### src/rtl/async_fifo_wr_arbiter.sv
`default_nettype none
// +----------------------------------------------------------------------------+
// | async_fifo_wr_arbiter: round-robin burst arbiter sharing one FIFO write port |
// | Revision: 1.0                                                              |
// +----------------------------------------------------------------------------+
module async_fifo_wr_arbiter #(
  parameter int NUM_REQ    = 4,
  parameter int DATA_WIDTH = 8,
  parameter int MAX_BURST  = 16
) (
  input  logic                               wr_clk,
  input  logic                               rst,
  input  logic                               arb_en,
  input  logic [NUM_REQ-1:0]                 req_valid,
  input  logic [NUM_REQ-1:0]                 req_last,
  input  logic [NUM_REQ*DATA_WIDTH-1:0]      req_data,
  output logic [NUM_REQ-1:0]                 req_ready,
  input  logic                               fifo_full,
  output logic                               fifo_wr_en,
  output logic [DATA_WIDTH+$clog2(NUM_REQ):0] fifo_wr_data,
  output logic                               busy,
  output logic [$clog2(NUM_REQ)-1:0]         grant_id
);

  localparam int ID_W  = $clog2(NUM_REQ);
  localparam int CNT_W = (MAX_BURST > 1) ? $clog2(MAX_BURST) : 1;
  localparam logic [CNT_W-1:0] C_BEAT_LAST = CNT_W'(MAX_BURST - 1);
  localparam logic [ID_W-1:0]  C_ID_MAX    = ID_W'(NUM_REQ - 1);

  typedef enum logic [0:0] {
    ST_IDLE = 1'b0,
    ST_BUSY = 1'b1
  } state_t;

  state_t            state_q, state_d;
  logic [ID_W-1:0]   grant_q, grant_d;
  logic [ID_W-1:0]   rr_q, rr_d;
  logic [CNT_W-1:0]  beat_cnt_q, beat_cnt_d;

  logic              pick_found;
  logic [ID_W-1:0]   pick_id;
  int                cand;

  logic                  grant_valid;
  logic                  grant_last;
  logic [DATA_WIDTH-1:0] grant_data;

  // First valid requester at or above the rotating pointer, wrapping modulo NUM_REQ.
  always_comb begin
    pick_found = 1'b0;
    pick_id    = '0;
    cand       = 0;
    for (int k = 0; k < NUM_REQ; k++) begin
      cand = (int'(rr_q) + k) % NUM_REQ;
      if (!pick_found && req_valid[ID_W'(cand)]) begin
        pick_found = 1'b1;
        pick_id    = ID_W'(cand);
      end
    end
  end

  always_comb begin
    grant_valid = 1'b0;
    grant_last  = 1'b0;
    grant_data  = '0;
    req_ready   = '0;
    for (int i = 0; i < NUM_REQ; i++) begin
      if (grant_q == ID_W'(i)) begin
        grant_valid  = req_valid[i];
        grant_last   = req_last[i];
        grant_data   = req_data[i*DATA_WIDTH +: DATA_WIDTH];
        req_ready[i] = busy & ~fifo_full;
      end
    end
  end

  assign busy         = (state_q == ST_BUSY);
  assign fifo_wr_en   = busy & grant_valid & ~fifo_full;
  assign fifo_wr_data = {grant_last, grant_q, grant_data};
  assign grant_id     = grant_q;

  always_comb begin
    state_d    = state_q;
    grant_d    = grant_q;
    rr_d       = rr_q;
    beat_cnt_d = beat_cnt_q;
    case (state_q)
      ST_IDLE: begin
        if (arb_en && pick_found) begin
          grant_d = pick_id;
          state_d = ST_BUSY;
        end
      end
      ST_BUSY: begin
        // A full FIFO blocks fifo_wr_en, so the burst simply freezes here.
        if (fifo_wr_en) begin
          if (grant_last || (beat_cnt_q == C_BEAT_LAST)) begin
            state_d    = ST_IDLE;
            rr_d       = (grant_q == C_ID_MAX) ? '0 : grant_q + ID_W'(1);
            beat_cnt_d = '0;
          end else begin
            beat_cnt_d = beat_cnt_q + CNT_W'(1);
          end
        end
      end
      default: state_d = ST_IDLE;
    endcase
  end

  always_ff @(posedge wr_clk) begin
    if (rst) begin
      state_q    <= ST_IDLE;
      grant_q    <= '0;
      rr_q       <= '0;
      beat_cnt_q <= '0;
    end else begin
      state_q    <= state_d;
      grant_q    <= grant_d;
      rr_q       <= rr_d;
      beat_cnt_q <= beat_cnt_d;
    end
  end

endmodule
`default_nettype wire

### config.mk
export PLATFORM = sky130hd
export DESIGN_NAME = async_fifo_wr_arbiter
export DESIGN_NICKNAME = d
export VERILOG_FILES = /design/src/rtl/async_fifo_wr_arbiter.sv
export SDC_FILE = /design/constraint.sdc
export NUM_CORES = 1
export LEC_CHECK = 0
export CAP_MARGIN = 25
export CELL_PAD_IN_SITES_DETAIL_PLACEMENT = 1
export CELL_PAD_IN_SITES_GLOBAL_PLACEMENT = 2
export CORE_MARGIN = 2
export CORE_UTILIZATION = 19
export CTS_CLUSTER_DIAMETER = 50
export DETAILED_ROUTE_END_ITERATION = 10
export MAX_ROUTING_LAYER = met4
export PLACE_DENSITY_LB_ADDON = 0.12
export SYNTH_ARGS = -nofsm -noshare
export SYNTH_HDL_FRONTEND = slang
export SYNTH_SLANG_ARGS = --single-unit
### constraint.sdc
create_clock -name wr_clk -period 4.5 [get_ports wr_clk]
set_clock_uncertainty 0.1 [all_clocks]
set_input_delay 0.45 -clock wr_clk [delete_from_list [all_inputs] [get_ports wr_clk]]
set_output_delay 0.45 -clock wr_clk [all_outputs]
set_load 0.1 [all_outputs]
==> summary.txt <==
Logic synthesis
  • Total number of yosys warnings: 0
  • Largest area contributor in the synthesized netlist: sky130_fd_sc_hd__dfxtp_1
  • Proportion of synthesized chip area in sequential cells: 0.1938
  • Compound-Gate Fraction of Synth Area: 0.3163
  • Register bit total from synthesis: 9
  • Post-synth EDFFs: 0
  • Share of the synthesized netlist area taken by xor and xnor gates: 0
  • Share of the synthesized area in the top cell type: 0.1938
  • Syn nets: 177
  • Synth Area per Inst: 7.263 µm²
  • Largest cells by area after synthesis: sky130_fd_sc_hd__dfxtp_1, sky130_fd_sc_hd__a21oi_1, sky130_fd_sc_hd__ha_1, sky130_fd_sc_hd__a22oi_1, sky130_fd_sc_hd__nor2_1
  • Largest family of logic cells by synthesized area: compound AO/OA/AOI/OAI gates
  • Fraction of synthesized area in multiplexers: 0.02153
  • Fraction of registers with async set/reset: 0
  • Cells after synthesis: 128
  • Count leader, synth: sky130_fd_sc_hd__a21oi_1
  • Cell area after synthesis: 929.6 µm²
  • Share of synthesized cell area in and, or, nand and nor gates: 0.3096
  • Library cells used by synthesis: 36
  • Most common library cells after synthesis: sky130_fd_sc_hd__a21oi_1, sky130_fd_sc_hd__nor2_1, sky130_fd_sc_hd__nand2_1, sky130_fd_sc_hd__o21ai_0, sky130_fd_sc_hd__dfxtp_1
  • Synth Area in Adders: 0.06729
  • Most used DFF post-synth: sky130_fd_sc_hd__dfxtp_1

Power and ir drop
  • VDD IR-drop max: 0.00009656 V
  • Static leakage: 0.5835 nW
  • Net switching share of the total power: 0.4660
  • Flop pwr share: 0.208
  • Post-route total power: 407.4 µW
  • Clock network fraction of total power: 0.234
  • Gate power share: 0.558
  • P_int: 217.6 µW
  • Total power per unit cell area: 256.6 nW/µm²
  • Power spent charging and discharging nets: 189.9 µW

Finish
  • Area of all placed cells without fillers: 1588 µm²
  • Area growth, synth to finish: 70.79%
  • Antenna diode instance count: 0
  • Final std cells w/o fill: 251
  • Count of filler cells inserted in the layout: 574
  • Net count of the finished layout: 234
  • Utilization after layout: 0.3362
  • Layout cells sized above 1: 0.1141

Floorplan
  • Io pins: 63
  • Core area: 4723 µm²
  • Die W: 73.95 µm
  • Number of rows in the core area: 25
  • Die ar.: 5469 µm²
  • Vert. Die Dim: 73.95 µm
  • Effective utilization at floorplan: 0.1968

Routing
  • Router iterations before antenna repair: 4
  • WL/cell: 14.92 µm
  • Final routed DRC violation total: 0
  • Antenna viol nets, final: 0
  • Post-detailed-routing wire length: 3745 µm
  • Routed via count: 1,136
  • Starting DRT DRC Count: 16
  • Via density per instance: 4.526

Clock network
  • Clock latency on the worst-skew pair: 0.23 ns
  • Clock buffer count from CTS: 3
  • CTS sink cnt: 9
  • Clock slew seen by the registers of the worst setup and hold paths: 0.05 ns
  • Buffer cell driving the clock tree root: sky130_fd_sc_hd__clkbuf_8
  • # hold bufs at CTS: 0
  • Level count of the clock H-tree: 1
  • TritonCTS clock tree: built
  • Post-CTS sizing: 0
  • CTS max path bufs: 2
  • Setup repair bufs after CTS: 0

Timing
  • Final Hold Violating Endpoints: 0
  • FMAX: 300.6 MHz
  • Shortest clock period the worst path allows after layout: 3.327 ns
  • Setup repair after global routing missed its margin: false
  • Worst Slack Setup Final: 1.173 ns
  • Final Cycle Share: 0.7394
  • Worst hold-check slack: 0.3926 ns
  • Worst slew pin tran: 1.009 ns
  • Setup Total Neg Slack: 0 ns
  • Rel. slew slack: 0.3252
  • Setup Viol. Count Final: 0
  • Final number of max-transition violations: 0

GRT
  • GR Overflow Total: 0
  • Vias in the first global route: 1,171
  • Global-route wire length before repair: 6078 µm
  • Pin count of the biggest net entering global routing: 24
  • Antenna violations before repair: 0
  • Tot GR Track Use: 0.1450

Placed design
  • Weighted congestion reported at the end of routability-driven placement: 0.7972
  • Total of buffers placed on input and output ports: 62
  • Post-Place Worst Slack: 1.390 ns
  • Cell count after placement: 247
  • Placement-stage cell area: 1543 µm²
  • HPWL reported at the end of detailed placement: 2966 µm

Critical path
  • Setup crit end kind: primary output
  • Launching element type of the critical path: flip-flop
  • Required time at the endpoint of the critical path: 3.95 ns
  • Arrival time reported for the critical path endpoint: 2.78 ns
  • Category of the critical setup timing path: reg2out
  • Crit-path max FO: 23

Min path
  • Class of the worst hold path: reg2reg

Status
  • Status: finished, final reports clean

Flow run
  • Max-cap violations: 0
-- logic make-up (layout without fill, tap and decap cells) --
logic type | count (synthesis) | in the layout
AO/OA/AOI/OAI | 44 | 44
adder cells (fa/ha/maj) | 5 | 5
buffers and inverters | 15 | 71
flip-flops | 9 | 9
multiplexers | 2 | 2
AND/OR/NAND/NOR | 53 | 53
-- worst paths after layout --
| path | from | slack, ns | cells after the start | to |
|---|---|---|---|---|
| max | grant_id[0] | 1.17 | 3 | req_ready[3] |
| min | rr_q[0] | 0.39 | 2 | rr_q[0] |
| max reg2reg | grant_id[0] | 1.83 | 6 | rr_q[0] |
| min reg2reg | rr_q[0] | 0.39 | 2 | rr_q[0] |
-- sequential cells by signal, indices dropped and copies added, names as in the netlist --
name,cells
beat_cnt_q,4
grant_id,2
busy,1
rr_q,2
-- layout by cell type (no fill, tap or decap), types with 2 or more instances in the layout --
cell / netlist / final
sky130_fd_sc_hd__clkdlybuf4s50_1: 0 / 52
sky130_fd_sc_hd__nor2_1: 15 / 15
sky130_fd_sc_hd__inv_1: 4 / 4
sky130_fd_sc_hd__and2_1: 4 / 4
sky130_fd_sc_hd__clkbuf_8: 0 / 3
sky130_fd_sc_hd__nand3b_1: 3 / 3
sky130_fd_sc_hd__ha_1: 5 / 5
sky130_fd_sc_hd__buf_4: 3 / 10
sky130_fd_sc_hd__nor3b_2: 2 / 2
sky130_fd_sc_hd__a22oi_1: 8 / 8
sky130_fd_sc_hd__mux2i_1: 2 / 2
sky130_fd_sc_hd__nand3_1: 3 / 3
sky130_fd_sc_hd__nor2b_1: 3 / 3
sky130_fd_sc_hd__or4_1: 2 / 2
sky130_fd_sc_hd__nand2_1: 13 / 13
sky130_fd_sc_hd__o21ai_1: 1 / 9
sky130_fd_sc_hd__a21oi_1: 17 / 17
sky130_fd_sc_hd__o21ai_0: 11 / 3
sky130_fd_sc_hd__dfxtp_1: 9 / 9
sky130_fd_sc_hd__nor2b_2: 2 / 2
-- per-layer routing --
layer	wire [µm]	GRT usage
met4	0	0.01818
met3	180	0.02575
met5	0	-
met1	1665	0.1762
met2	1898	0.2569
-- worst max-delay path, stage by stage (launching register included) --
cell                              delay, ns
sky130_fd_sc_hd__dfxtp_1               0.42
sky130_fd_sc_hd__ha_1                  0.75
sky130_fd_sc_hd__and2_1                0.24
sky130_fd_sc_hd__clkdlybuf4s50_1       1.13
-- final cells by class --
type | instances | area [µm²] | share of cell area
Clock buffer | 4 | 45.04 | 0.02837
Multi-Input combinational cell | 104 | 664.4 | 0.4184
Sequential cell | 9 | 180.2 | 0.1135
Timing Repair Buffer | 62 | 595.6 | 0.3751
Tap cell | 67 | 83.83 | 0.05280
Inverter | 5 | 18.77 | 0.01182
-- power groups by stage --
stage	clock network [mW]	registers (mW)	logic, mW
after floorplan	0	0.0967	0.147
after global placement	0	0.0865	0.228
after detailed placement	0	0.0865	0.229
after CTS	0.0988	0.0849	0.230
after global routing	0.103	0.0854	0.241
final	0.0951	0.0849	0.227
Power figures use the tool's default switching activity.
